$ cat src/rtl/fpu_types_pkg.sv
// Shared FPU types: rounding modes, exception flags, divider FSM states, canonical NaN.
package fpu_types_pkg;

    typedef enum logic [2:0] {
        RM_RNE = 3'b000,
        RM_RTZ = 3'b001,
        RM_RDN = 3'b010,
        RM_RUP = 3'b011,
        RM_RMM = 3'b100
    } fpu_rm_t;

    typedef struct packed {
        logic nv;
        logic dz;
        logic of;
        logic uf;
        logic nx;
    } fpu_flags_t;

    typedef enum logic [2:0] {
        IDLE,
        PREP,
        DIV,
        ROUND,
        DONE
    } fpu_div_state_t;

    localparam int unsigned NAN_MAX_W = 64;

    // Positive quiet NaN: all-ones exponent, fraction MSB set; upper bits beyond the format are zero.
    function automatic logic [NAN_MAX_W-1:0] canonical_nan(input int unsigned exp_w,
                                                           input int unsigned frac_w);
        logic [NAN_MAX_W-1:0] v;
        v = '0;
        for (int unsigned i = 0; i < NAN_MAX_W; i++) begin
            if (i >= frac_w - 1 && i < frac_w + exp_w) begin
                v[i] = 1'b1;
            end
        end
        return v;
    endfunction

endpackage

$ cat src/rtl/fpu_round.sv
// Combinational IEEE rounder: significand plus guard/sticky -> rounded significand, carry, inexact.
module fpu_round
    import fpu_types_pkg::*;
#(
    parameter int unsigned FRAC_W = 10
) (
    input  logic              sign,
    input  logic [FRAC_W:0]   sig_in,
    input  logic              guard,
    input  logic              sticky,
    input  logic [2:0]        rm,
    output logic [FRAC_W:0]   sig_out,
    output logic              carry,
    output logic              inexact
);

    logic              inc;
    logic [FRAC_W+1:0] sum;

    // Pick the increment for the rounding mode and apply it.
    always_comb begin
        inexact = guard | sticky;
        case (rm)
            RM_RNE:  inc = guard & (sticky | sig_in[0]);
            RM_RTZ:  inc = 1'b0;
            RM_RDN:  inc = sign & inexact;
            RM_RUP:  inc = ~sign & inexact;
            RM_RMM:  inc = guard;
            default: inc = 1'b0;
        endcase
        sum     = {1'b0, sig_in} + {{(FRAC_W+1){1'b0}}, inc};
        sig_out = sum[FRAC_W:0];
        carry   = sum[FRAC_W+1];
    end

endmodule

$ cat src/rtl/fpu_div_iter.sv
// Iterative radix-2 restoring IEEE-754 divider with valid/ready handshake and fflags.
module fpu_div_iter
    import fpu_types_pkg::*;
#(
    parameter int unsigned EXP_W  = 5,
    parameter int unsigned FRAC_W = 10
) (
    input  logic                  CLK,
    input  logic                  nRST,
    input  logic                  in_valid,
    output logic                  in_ready,
    input  logic [EXP_W+FRAC_W:0] opa,
    input  logic [EXP_W+FRAC_W:0] opb,
    input  logic [2:0]            rm,
    input  logic                  kill,
    output logic                  out_valid,
    input  logic                  out_ready,
    output logic [EXP_W+FRAC_W:0] result,
    output logic [4:0]            flags
);

    localparam int unsigned FLOAT_W = 1 + EXP_W + FRAC_W;
    localparam int unsigned BIAS    = 2**(EXP_W-1) - 1;
    localparam int unsigned SW      = FRAC_W + 1;
    localparam int unsigned QW      = FRAC_W + 3;
    localparam int unsigned EW      = EXP_W + 2;
    localparam int unsigned LZ_W    = $clog2(SW + 1);
    localparam int unsigned CNT_W   = $clog2(QW);
    localparam logic [NAN_MAX_W-1:0] CNAN_FULL = canonical_nan(EXP_W, FRAC_W);
    localparam logic [FLOAT_W-1:0]   CNAN      = CNAN_FULL[FLOAT_W-1:0];

    typedef struct packed {
        logic          zero;
        logic          inf;
        logic          nan;
        logic          snan;
        logic [SW-1:0] sig;
        logic [EW-1:0] exp;
    } unpk_t;

    // Classify a magnitude and normalise its significand; subnormals get exponent 1-lz.
    function automatic unpk_t unpack(input logic [FLOAT_W-2:0] v);
        unpk_t           u;
        logic [EXP_W-1:0] ef;
        logic [FRAC_W-1:0] ff;
        logic [SW-1:0]    raw;
        logic [LZ_W-1:0]  lz;
        ef  = v[FLOAT_W-2 -: EXP_W];
        ff  = v[FRAC_W-1:0];
        raw = {ef != '0, ff};
        lz  = '0;
        for (int unsigned i = 0; i < SW; i++) begin
            if (raw[i]) lz = LZ_W'(SW - 1 - i);
        end
        u.zero = (ef == '0) && (ff == '0);
        u.inf  = (ef == '1) && (ff == '0);
        u.nan  = (ef == '1) && (ff != '0);
        u.snan = u.nan && !ff[FRAC_W-1];
        u.sig  = raw << lz;
        u.exp  = EW'((ef == '0) ? EXP_W'(1) : ef) - EW'(lz);
        return u;
    endfunction

    fpu_div_state_t     state_q, state_d;
    logic [FLOAT_W-1:0] a_q, b_q;
    logic [2:0]         rm_q;
    logic               sign_q;
    logic [EW-1:0]      exp_q;
    logic [SW-1:0]      mb_q;
    logic [SW:0]        rem_q;
    logic [QW-1:0]      quo_q;
    logic [CNT_W-1:0]   cnt_q;
    logic [FLOAT_W-1:0] result_q;
    fpu_flags_t         flags_q;

    unpk_t              ua, ub;
    logic               spec, sign_ab;
    logic [FLOAT_W-1:0] spec_res;
    fpu_flags_t         spec_flags;
    logic [EW-1:0]      e_pre;

    logic               rem_ge;
    logic [SW:0]        rem_sub, rem_next;
    logic [QW-1:0]      quo_next;

    logic [SW-1:0]      r_mant, sub_mant;
    logic               r_guard, r_stk, sub_guard, sub_stk, denorm, tiny, ovf;
    logic [EW-1:0]      r_exp, sh_raw, sh, fin_exp;
    logic [2*SW+1:0]    ext;
    logic [SW-1:0]      nrm_sig, sub_sig, sel_sig;
    logic               nrm_carry, nrm_nx, sub_carry, sub_nx, sel_carry, sel_nx;
    logic [FLOAT_W-1:0] round_res, inf_res, maxf_res;
    fpu_flags_t         round_flags;

    assign result = result_q;
    assign flags  = flags_q;

    // Operand classification and special-case resolution during PREP.
    always_comb begin
        ua         = unpack(a_q[FLOAT_W-2:0]);
        ub         = unpack(b_q[FLOAT_W-2:0]);
        sign_ab    = a_q[FLOAT_W-1] ^ b_q[FLOAT_W-1];
        e_pre      = ua.exp - ub.exp + EW'(BIAS);
        spec       = 1'b1;
        spec_res   = '0;
        spec_flags = '0;
        if (rm_q > 3'd4) begin
            spec_res      = CNAN;
            spec_flags.nv = 1'b1;
        end else if (ua.nan || ub.nan) begin
            spec_res      = CNAN;
            spec_flags.nv = ua.snan || ub.snan;
        end else if ((ua.zero && ub.zero) || (ua.inf && ub.inf)) begin
            spec_res      = CNAN;
            spec_flags.nv = 1'b1;
        end else if (ua.inf) begin
            spec_res = {sign_ab, {EXP_W{1'b1}}, {FRAC_W{1'b0}}};
        end else if (ub.zero) begin
            spec_res      = {sign_ab, {EXP_W{1'b1}}, {FRAC_W{1'b0}}};
            spec_flags.dz = 1'b1;
        end else if (ua.zero || ub.inf) begin
            spec_res = {sign_ab, {(FLOAT_W-1){1'b0}}};
        end else begin
            spec = 1'b0;
        end
    end

    // One restoring-division step: subtract divisor when it fits, shift remainder.
    always_comb begin
        rem_ge   = rem_q >= {1'b0, mb_q};
        rem_sub  = rem_ge ? (rem_q - {1'b0, mb_q}) : rem_q;
        rem_next = rem_sub << 1;
        quo_next = {quo_q[QW-2:0], rem_ge};
    end

    // Normalise the quotient to [1,2) and prepare the subnormal (right-shifted) variant.
    always_comb begin
        if (quo_q[QW-1]) begin
            r_mant  = quo_q[QW-1 -: SW];
            r_guard = quo_q[1];
            r_stk   = quo_q[0] | (rem_q != '0);
            r_exp   = exp_q;
        end else begin
            r_mant  = quo_q[QW-2 -: SW];
            r_guard = quo_q[0];
            r_stk   = rem_q != '0;
            r_exp   = exp_q - EW'(1);
        end
        denorm    = r_exp[EW-1] || (r_exp == '0);
        sh_raw    = EW'(1) - r_exp;
        sh        = (sh_raw > EW'(SW + 1)) ? EW'(SW + 1) : sh_raw;
        ext       = {r_mant, r_guard, {(SW+1){1'b0}}} >> sh;
        sub_mant  = ext[2*SW+1 -: SW];
        sub_guard = ext[SW+1];
        sub_stk   = r_stk | (ext[SW:0] != '0);
    end

    // Full-precision rounding: gives normal results and the tininess-after-rounding carry.
    fpu_round #(.FRAC_W(FRAC_W)) u_round_nrm (
        .sign    (sign_q),
        .sig_in  (r_mant),
        .guard   (r_guard),
        .sticky  (r_stk),
        .rm      (rm_q),
        .sig_out (nrm_sig),
        .carry   (nrm_carry),
        .inexact (nrm_nx)
    );

    fpu_round #(.FRAC_W(FRAC_W)) u_round_sub (
        .sign    (sign_q),
        .sig_in  (sub_mant),
        .guard   (sub_guard),
        .sticky  (sub_stk),
        .rm      (rm_q),
        .sig_out (sub_sig),
        .carry   (sub_carry),
        .inexact (sub_nx)
    );

    // Final exponent, overflow handling and flag assembly for the ROUND state.
    always_comb begin
        sel_sig   = denorm ? sub_sig   : nrm_sig;
        sel_carry = denorm ? sub_carry : nrm_carry;
        sel_nx    = denorm ? sub_nx    : nrm_nx;
        // Exponent = base + hidden bit + 2*carry: normal base r_exp-1, subnormal base 0,
        // so a subnormal that rounds up into the hidden bit lands on exponent 1.
        fin_exp   = (denorm ? '0 : (r_exp - EW'(1))) + EW'(sel_sig[FRAC_W])
                    + EW'({sel_carry, 1'b0});
        tiny      = r_exp[EW-1] || ((r_exp == '0) && !nrm_carry);
        ovf       = !fin_exp[EW-1] && (fin_exp >= EW'(2**EXP_W - 1));
        inf_res   = {sign_q, {EXP_W{1'b1}}, {FRAC_W{1'b0}}};
        maxf_res  = {sign_q, {(EXP_W-1){1'b1}}, 1'b0, {FRAC_W{1'b1}}};
        round_flags = '0;
        if (ovf) begin
            round_flags.of = 1'b1;
            round_flags.nx = 1'b1;
            case (rm_q)
                RM_RTZ:  round_res = maxf_res;
                RM_RDN:  round_res = sign_q ? inf_res : maxf_res;
                RM_RUP:  round_res = sign_q ? maxf_res : inf_res;
                default: round_res = inf_res;
            endcase
        end else begin
            round_res      = {sign_q, fin_exp[EXP_W-1:0], sel_sig[FRAC_W-1:0]};
            round_flags.nx = sel_nx;
            round_flags.uf = tiny && sel_nx;
        end
    end

    // FSM state register.
    always_ff @(posedge CLK or negedge nRST) begin
        if (!nRST) state_q <= IDLE;
        else       state_q <= state_d;
    end

    // FSM next state and handshake outputs; kill returns any busy state to IDLE.
    always_comb begin
        state_d   = state_q;
        in_ready  = 1'b0;
        out_valid = 1'b0;
        case (state_q)
            IDLE: begin
                in_ready = 1'b1;
                if (in_valid) state_d = PREP;
            end
            PREP:    state_d = spec ? DONE : DIV;
            DIV:     if (cnt_q == CNT_W'(QW - 1)) state_d = ROUND;
            ROUND:   state_d = DONE;
            DONE: begin
                out_valid = 1'b1;
                if (out_ready) state_d = IDLE;
            end
            default: state_d = IDLE;
        endcase
        if (kill && state_q != IDLE) state_d = IDLE;
    end

    // Datapath registers: operand capture, divider setup, iteration, result.
    always_ff @(posedge CLK or negedge nRST) begin
        if (!nRST) begin
            a_q      <= '0;
            b_q      <= '0;
            rm_q     <= '0;
            sign_q   <= 1'b0;
            exp_q    <= '0;
            mb_q     <= '0;
            rem_q    <= '0;
            quo_q    <= '0;
            cnt_q    <= '0;
            result_q <= '0;
            flags_q  <= '0;
        end else begin
            case (state_q)
                IDLE: if (in_valid) begin
                    a_q  <= opa;
                    b_q  <= opb;
                    rm_q <= rm;
                end
                PREP: begin
                    if (spec) begin
                        result_q <= spec_res;
                        flags_q  <= spec_flags;
                    end else begin
                        sign_q <= sign_ab;
                        exp_q  <= e_pre;
                        mb_q   <= ub.sig;
                        rem_q  <= {1'b0, ua.sig};
                        quo_q  <= '0;
                        cnt_q  <= '0;
                    end
                end
                DIV: begin
                    rem_q <= rem_next;
                    quo_q <= quo_next;
                    cnt_q <= cnt_q + CNT_W'(1);
                end
                ROUND: begin
                    result_q <= round_res;
                    flags_q  <= round_flags;
                end
                default: ;
            endcase
        end
    end

endmodule

$ cat config.mk
export PLATFORM = sky130hd
export DESIGN_NAME = fpu_div_iter
export DESIGN_NICKNAME = d
export VERILOG_FILES = /design/src/rtl/fpu_types_pkg.sv /design/src/rtl/fpu_round.sv /design/src/rtl/fpu_div_iter.sv
export SDC_FILE = /design/constraint.sdc
export NUM_CORES = 1
export LEC_CHECK = 0
export BUFFER_PORTS_ARGS = -buffer_cell sky130_fd_sc_hd__buf_4
export CELL_PAD_IN_SITES_DETAIL_PLACEMENT = 0
export CELL_PAD_IN_SITES_GLOBAL_PLACEMENT = 1
export CORE_MARGIN = 2
export CORE_UTILIZATION = 30
export DETAILED_ROUTE_END_ITERATION = 10
export PLACE_DENSITY_LB_ADDON = 0.1
export SYNTH_ARGS = -nofsm -noshare
export SYNTH_HDL_FRONTEND = slang
export SYNTH_SLANG_ARGS = --single-unit
$ cat constraint.sdc
create_clock -name CLK -period 10.4 [get_ports CLK]
set_clock_uncertainty 0.2 [all_clocks]
set_input_delay 1.04 -clock CLK [delete_from_list [all_inputs] [get_ports CLK]]
set_output_delay 1.04 -clock CLK [all_outputs]
set_load 0.005 [all_outputs]
; ---- Word-level counts from Yosys, hierarchy flattened
; Cells that the tools add are included.
; W data, S select, Z words.
[word_totals]
register_bits = 107
out_inout_bits = 23
in_bits = 40
wordCells = 193
[classes]
n_shift = 3
n_mux = 81
n_lt_le_gt_ge = 4
addsub = 13
n_eq_ne = 16
n_reduce_logical = 45
bitwise = 15
[ops]
columns = operator, n
row1 = $mux W16, 10
row2 = $mux W4, 23
row3 = $pmux W16 S3, 1
row4 = $mux W11, 3
row5 = $pmux W16 S2, 1
row6 = $pmux W13 S2, 1
row7 = $add A11 B1 Y12, 2
row8 = $pmux W12 S2, 1
row9 = $reduce_bool A12 Y1, 2
row10 = $shr A24 B7 Y24, 1
row11 = $mux W1, 23
row12 = $shl A11 B4 Y11, 2
row13 = $mux W7, 3
row14 = $logic_not A10 Y1, 2
row15 = $reduce_bool A10 Y1, 2
row16 = $mux W3, 5
row17 = $mux W5, 3
row18 = $pmux W3 S5, 1
row19 = $logic_and A1 B1 Y1, 14
row20 = $sub A7 B1 Y7 const B, 2
row21 = $mux W13, 1
row22 = $eq A3 B2 Y1 const B, 4
row23 = $ge A12 B11 Y1, 1
row24 = $mux W12, 1
row25 = 34 further kinds, 68

; ---- Longest topological paths before layout
[logic_depth]
ltp_word = 19
ltp_mapped = 42
mapped_depth_nobuf = 37

; ---- Hierarchy
; A second synthesis with hierarchy kept.
[unflattened]
cells_unflattened = 1005
area_unflattened_um2 = 8404.3
[by_module_without_submodules]
columns = module, cells_per_inst, seq_area_each_um2, area_each_um2, instances
row1 = fpu_div_iter, 945, 2677.6, 7961.4, 1
row2 = fpu_round, 30, 0.0, 221.5, 2

; ---- Least setup slack after synthesis
; No wires, ideal clock.
[synth_path]
path_type = flip-flop to flip-flop
startpoint = register exp_q[0]
endpoint = register result_q[8] (netlist: result[8])
arrival_time_ns = 7.948
t_required_ns = 10.076
path_stages_with_launch = 39
n_path_buf = 4
slack_ns = 2.129
synth_period_minus_slack_ns = 8.271
setup_ns = 0.124
path_cell_list = dfrtp_1 -> buf_2 -> inv_1 -> ha_1 -> nor2b_1 -> a21oi_1 -> inv_1 -> ha_1 -> buf_1 -> xnor3_1 -> a32o_1 -> a2111o_1 -> buf_2 -> buf_2 -> mux2i_1 -> or4_1 -> a211oi_1 -> o221ai_1 -> (+3 left out) -> ha_1 -> inv_1 -> a211oi_1 -> a311oi_1 -> nor4_1 -> xor2_1 -> a21oi_1 -> ha_1 -> inv_1 -> fa_1 -> nand4bb_1 -> maj3_1 -> o21ai_0 -> nand4_1 -> o21ai_1 -> a211oi_1 -> a21oi_1 -> o21ai_1
[synth_between]
elab_chain_cells = 19
elab_cells_between_ends = 28
classes_between = add/sub: 6 / order compare: 2 / shift: 1 / mux: 8 / bitwise: 6 / reduce/logical: 5
[synth_lines]
columns = element, line_no
row1 = from (decl), fpu_div_iter.sv:68  ; logic [EW-1:0] exp_q;
row2 = from (signal assigned), fpu_div_iter.sv:266  ; exp_q <= e_pre;
row3 = $sub A7 B1 Y7, fpu_div_iter.sv:147  ; r_exp = exp_q - EW'(1);
row4 = $mux W7 (*), fpu_div_iter.sv:138  ; if (quo_q[QW-1]) begin
row5 = $sub A1 B7 Y7, fpu_div_iter.sv:150  ; sh_raw = EW'(1) - r_exp;
row6 = $gt A7 B4 Y1, fpu_div_iter.sv:151  ; sh = (sh_raw > EW'(SW + 1)) ? EW'(SW + 1) : sh_raw;
row7 = $mux W7, fpu_div_iter.sv:151
row8 = $shr A24 B7 Y24, fpu_div_iter.sv:152  ; ext = {r_mant, r_guard, {(SW+1){1'b0}}} >> sh;
row9 = $reduce_bool A12 Y1, fpu_div_iter.sv:155  ; sub_stk = r_stk | (ext[SW:0] != '0);
row10 = $or A1 B1 Y1, fpu_div_iter.sv:155
row11 = (+3 left out), --
row12 = $add A11 B1 Y12, fpu_round.sv:31  ; sum = {1'b0, sig_in} + {{(FRAC_W+1){1'b0}}, inc};
row13 = $mux W11, fpu_div_iter.sv:183  ; sel_sig = denorm ? sub_sig : nrm_sig;
row14 = $add A7 B1 Y7, fpu_div_iter.sv:188  ; fin_exp = (denorm ? '0 : (r_exp - EW'(1))) + EW'(sel_sig[FRAC_W])
row15 = $add A7 B2 Y7, fpu_div_iter.sv:189  ; + EW'({sel_carry, 1'b0});
row16 = $ge A7 B5 Y1 or $logic_not A1 Y1 (tied branches), fpu_div_iter.sv:191  ; ovf = !fin_exp[EW-1] && (fin_exp >= EW'(2**EXP_W - 1));
row17 = $logic_and A1 B1 Y1, fpu_div_iter.sv:191
row18 = $mux W16 (*), fpu_div_iter.sv:195  ; if (ovf) begin
row19 = $pmux W16 S2 (*), fpu_div_iter.sv:254  ; case (state_q)
row20 = to (signal assigned), fpu_div_iter.sv:262  ; result_q <= spec_res;
row21 = to (signal assigned), fpu_div_iter.sv:279  ; result_q <= round_res;
row22 = to (decl), fpu_div_iter.sv:73  ; logic [FLOAT_W-1:0] result_q;
; Every way passes the cells marked *; elsewhere a longest branch is shown, timed or not.
; A chain may end at the register's enable or synchronous reset.

; ---- Final worst setup path
; Ends and elaborated chain as after synthesis.

==> impl.org <==
** Run status
- The flow ran to the end, and the final reports show no timing, DRC or antenna violations.

** Synth
- Among all cell types in the netlist, the one instantiated most often is sky130_fd_sc_hd__dfrtp_1.
- Of the synthesized area, sequential elements account for 0.308.
- Post-synth top cells :: sky130_fd_sc_hd__dfrtp_1, sky130_fd_sc_hd__nand2_1, sky130_fd_sc_hd__o21ai_0, sky130_fd_sc_hd__nor2_1, sky130_fd_sc_hd__inv_1
- After synthesis the netlist holds a flip-flop and latch count of 107.
- Post-synth top area cell :: sky130_fd_sc_hd__dfrtp_1
- After synthesis, the share of flip-flops with an asynchronous set or reset is 1.00.
- Dividing the synthesized area by the synthesized cell count gives 8.35 sq um.
- Top cell type's share of synthesized area :: 0.308
- Number of distinct standard cells referenced by the synthesized netlist :: 79
- In the synthesized netlist the dominant register cell turns out to be sky130_fd_sc_hd__dfrtp_1.
- Main area contributors after synthesis :: sky130_fd_sc_hd__dfrtp_1, sky130_fd_sc_hd__mux2i_1, sky130_fd_sc_hd__ha_1
- In the synthesized netlist, the number of instances is 1043.
- After synthesis the cells add up to 0.00870 sq mm.
- Synth Net Count :: 1131
- Count of flip-flops with a built-in enable after synthesis :: 0
- During synthesis, Yosys emitted a total of 0 warnings.

** Worst setup path
- Worst Setup End Kind :: flop
- Top cell by count, worst path :: sky130_fd_sc_hd__ha_1
- Critical path type :: reg -> reg
- Critical Path AT :: 9.45 ns
- Maximum fanout count along the critical path :: 18
- Category of the worst setup path launch point :: flop
- Largest stage delay on the critical path :: 0.82 ns
- Family of cells with the greatest summed delay on the critical path :: compound AO/OA/AOI/OAI gates
- Required time reported for the critical path endpoint :: 10.44 ns
- Slowest CP cell :: sky130_fd_sc_hd__or4_1
- Counting both buffers and inverters, the worst setup path holds a total of 6.

** Placement
- OpenSTA, run right after detailed placement, puts the worst setup slack at 1.24 ns.
- The HPWL after detailed placement is 20.9 mm.
- Buffers placed on the I/O ports in this run total 62.
- Routability-driven placement finished with a final weighted congestion of 0.862.

** Timing
- In this run the tightest slew margin relative to its limit is 0.247.
- Static timing analysis puts the maximum clock frequency at 106 MHz.
- The final-report hold violation count was 0.
- Setup repair after global routing left no endpoint under its margin.
- At the pin with the least slew margin, the transition time is 1.13 ns.
- Setup violations remaining at the end of the flow were counted as 0.
- Accumulated negative setup slack :: 0 ns
- The number of pins with negative max-slew slack in the final report is 0.
- The worst path in the final design needs a cycle of 9.41 ns, including I/O delays and setup.
- Setup WS post-layout :: 0.992 ns
- Period utilisation layout :: 0.905

** Clocking
- Counting along the longest clock path gives a buffer depth of 2.
- After clock tree synthesis, the setup repair step added 0 buffers.
- Buffer type at the clock tree root :: sky130_fd_sc_hd__clkbuf_16
- After clock tree synthesis, the clock-pin slew on the worst setup and hold paths is 0.08 ns.
- Number of buffers inserted during clock tree synthesis :: 9
- Post-CTS sizing :: 0
- TritonCTS built the clock tree.
- Clock tree synthesis found a total of 107 sinks.
- In this run, post-CTS hold repair placed 0 buffers.
- CTS built an H-tree with a depth of 3.
- Clk Latency, worst-skew pair :: 0.37 ns

** Layout
- The net count of the finished layout is 1163.
- In the final layout, the share of cells above drive strength 1 is 0.137.
- Relative to the synthesized area, the layout overhead comes to 12.9%.
- The sequential cells in the finished layout cover a total of 0.00268 sq mm.
- Area of combinational cells with multiple inputs :: 0.00558 sq mm
- The repair_antennas step left the layout with diodes totalling 0.
- The layout has 3039 filler cells.

** Power
- Dividing total power by cell area gives a power density of 337 mW/mm^2.
- Of the total power, the clock network draws 0.103.
- Cell internal power was estimated by the tool at 1.63 mW.
- Net load switching power :: 1.68 mW
- Fraction of power spent switching nets :: 0.508
- The share of total power dissipated in sequential elements is 0.246.
- The analysis attributes to cell leakage a power of 4.24 nW.
- The worst-case IR drop observed on VDD is 0.116 mV.
- Proportion of power drawn by combinational gates :: 0.651

** Global route
- The number of global-route vias before repair came to 7592.
- Busiest metal layer after global routing :: met1
- The total overflow left after global routing is 0.
- In the global route stage, overall resource usage came out at 0.181.
- Wire length of the first global-routing pass :: 43.4 mm
- Global-route met2 utilization :: 0.269
- Entering global routing, the biggest net connects 66 pins.
- Met1 Track Usage GR :: 0.272
- The number of antenna violations at the first check in global routing came to 0.
- In the global route stage, met3 resource usage came out at 0.0225.

** Route
- Number of design rule violations left after detail routing :: 0
- The first routing iteration left 609 violations.
- The routed layout has 7867 vias.
- After detailed routing, the average wire length per cell comes to 18.5 microns.
- Number of detailed-routing iterations run before antenna repair :: 5
- Post-DR vias/cell :: 5.37
- In this run the remaining antenna-violating nets after routing total 0.
- After detailed routing, the total wire length is 27.1 mm.

** Floorplanning
- 63 I/O pins were placed.
- Row count :: 62
- Initial Util :: 0.304
- Placeable Area :: 0.0286 sq mm
- The die covers 0.0304 sq mm.
- In this run the vertical extent of the chip is 174 microns.
- Horizontal extent of the die :: 174 microns

** Min path
- The worst hold path belongs to the class reg -> reg.

** Job
- Number of max-cap violations :: 0
tightest hold or removal path: stages, from the launching register on:
cell and delay [ns]:
sky130_fd_sc_hd__dfrtp_1 0.32, sky130_fd_sc_hd__inv_1 0.05, sky130_fd_sc_hd__nand2_1 0.05
flip-flops by register name, indices dropped and copies added, names as in the netlist:
signal,cells
mb_q,11
b_q,16
result,16
exp_q,7
flags,5
sign_q,1
cnt_q,4
quo_q,13
rm_q,3
state_q,3
a_q,16
rem_q,12
cells in the final DEF, fill, tap and decap left out, types with 6 or more instances in the layout:
cell type / count
sky130_fd_sc_hd__dfrtp_1: 107
sky130_fd_sc_hd__nand2_1: 100
sky130_fd_sc_hd__o21ai_0: 93
sky130_fd_sc_hd__nor2_1: 86
sky130_fd_sc_hd__buf_4: 77
sky130_fd_sc_hd__inv_1: 60
sky130_fd_sc_hd__a21oi_1: 57
sky130_fd_sc_hd__mux2i_1: 55
sky130_fd_sc_hd__ha_1: 43
sky130_fd_sc_hd__mux2_2: 36
sky130_fd_sc_hd__nor3_1: 29
sky130_fd_sc_hd__nand3_1: 28
sky130_fd_sc_hd__xnor2_1: 24
sky130_fd_sc_hd__nor4_1: 14
sky130_fd_sc_hd__xor2_1: 14
sky130_fd_sc_hd__o31ai_1: 13
sky130_fd_sc_hd__or3_1: 12
sky130_fd_sc_hd__nor2b_1: 11
sky130_fd_sc_hd__a211oi_1: 11
sky130_fd_sc_hd__and3_1: 11
sky130_fd_sc_hd__a31oi_1: 9
sky130_fd_sc_hd__a21o_1: 9
sky130_fd_sc_hd__a21boi_0: 9
sky130_fd_sc_hd__nand4_1: 9
sky130_fd_sc_hd__clkbuf_16: 9
sky130_fd_sc_hd__nand2b_1: 8
sky130_fd_sc_hd__o211ai_1: 8
sky130_fd_sc_hd__or4_1: 7
sky130_fd_sc_hd__a221o_1: 7
sky130_fd_sc_hd__or2_2: 6
sky130_fd_sc_hd__and2_1: 6
layout make-up:
type | instances | area share
well taps | 384 | 0.0489
clock buffers | 10 | 0.0233
inverters | 63 | 0.0241
repair buffers | 77 | 0.0588
flip-flops and latches | 107 | 0.272
multi-input cells | 817 | 0.568
clock inverters | 6 | 0.00509
final timing paths:
kind	start	to	slack [ns]	depth (start not counted)
setup / recovery	exp_q[0]	result[8]	0.99	35
hold / removal	mb_q[10]	mb_q[10]	0.25	2
setup reg to reg	exp_q[0]	result[8]	0.99	35
hold reg to reg	mb_q[10]	mb_q[10]	0.25	2
max in group asynchronous	nRST	result[8]	8.20	2
min in group asynchronous	nRST	b_q[3]	0.45	1
kinds of logic (layout without fill, tap and decap cells):
logic type | Yosys count | count (layout) | share of synthesized area
and+or+nand+nor | 355 | 355 | 0.205
AOI/OAI and AO/OA | 282 | 282 | 0.207
adders and majority gates | 49 | 49 | 0.0745
xor gates and xnor gates | 40 | 40 | 0.0434
muxes | 91 | 91 | 0.110
buffers and inverters | 119 | 156 | 0.0528
DFF | 107 | 107 | 0.308
power groups by stage:
stage,Combinational [mW],Clock [mW],Sequential [mW]
after floorplan,1.60,0,0.721
after global placement,2.18,0,0.823
after detailed placement,2.15,0,0.826
after CTS,2.16,0.353,0.817
after global routing,2.42,0.369,0.852
final,2.16,0.341,0.814
stage by stage:
stage	std cells	hold WS [ns]	cell area, sq um	total power, mW	util
3_3_place_gp	1448	0.232	9550	3.00	0.334
6_report	1464	0.251	9830	3.31	0.343
3_5_place_dp	1448	0.240	9550	2.97	0.334
2_1_floorplan	1043	0.218	8700	2.32	-
5_1_grt	1464	0.294	9830	3.64	0.343
4_1_cts	1464	0.257	9830	3.33	0.343
metal layers:
metal,vias to the layer above,share of wire
li1,3847,-
met1,3787,0.51
met4,0,0.020
met2,196,0.43
met3,37,0.037
met5,-,0
Note: power is estimated with default switching activity, not from simulation.
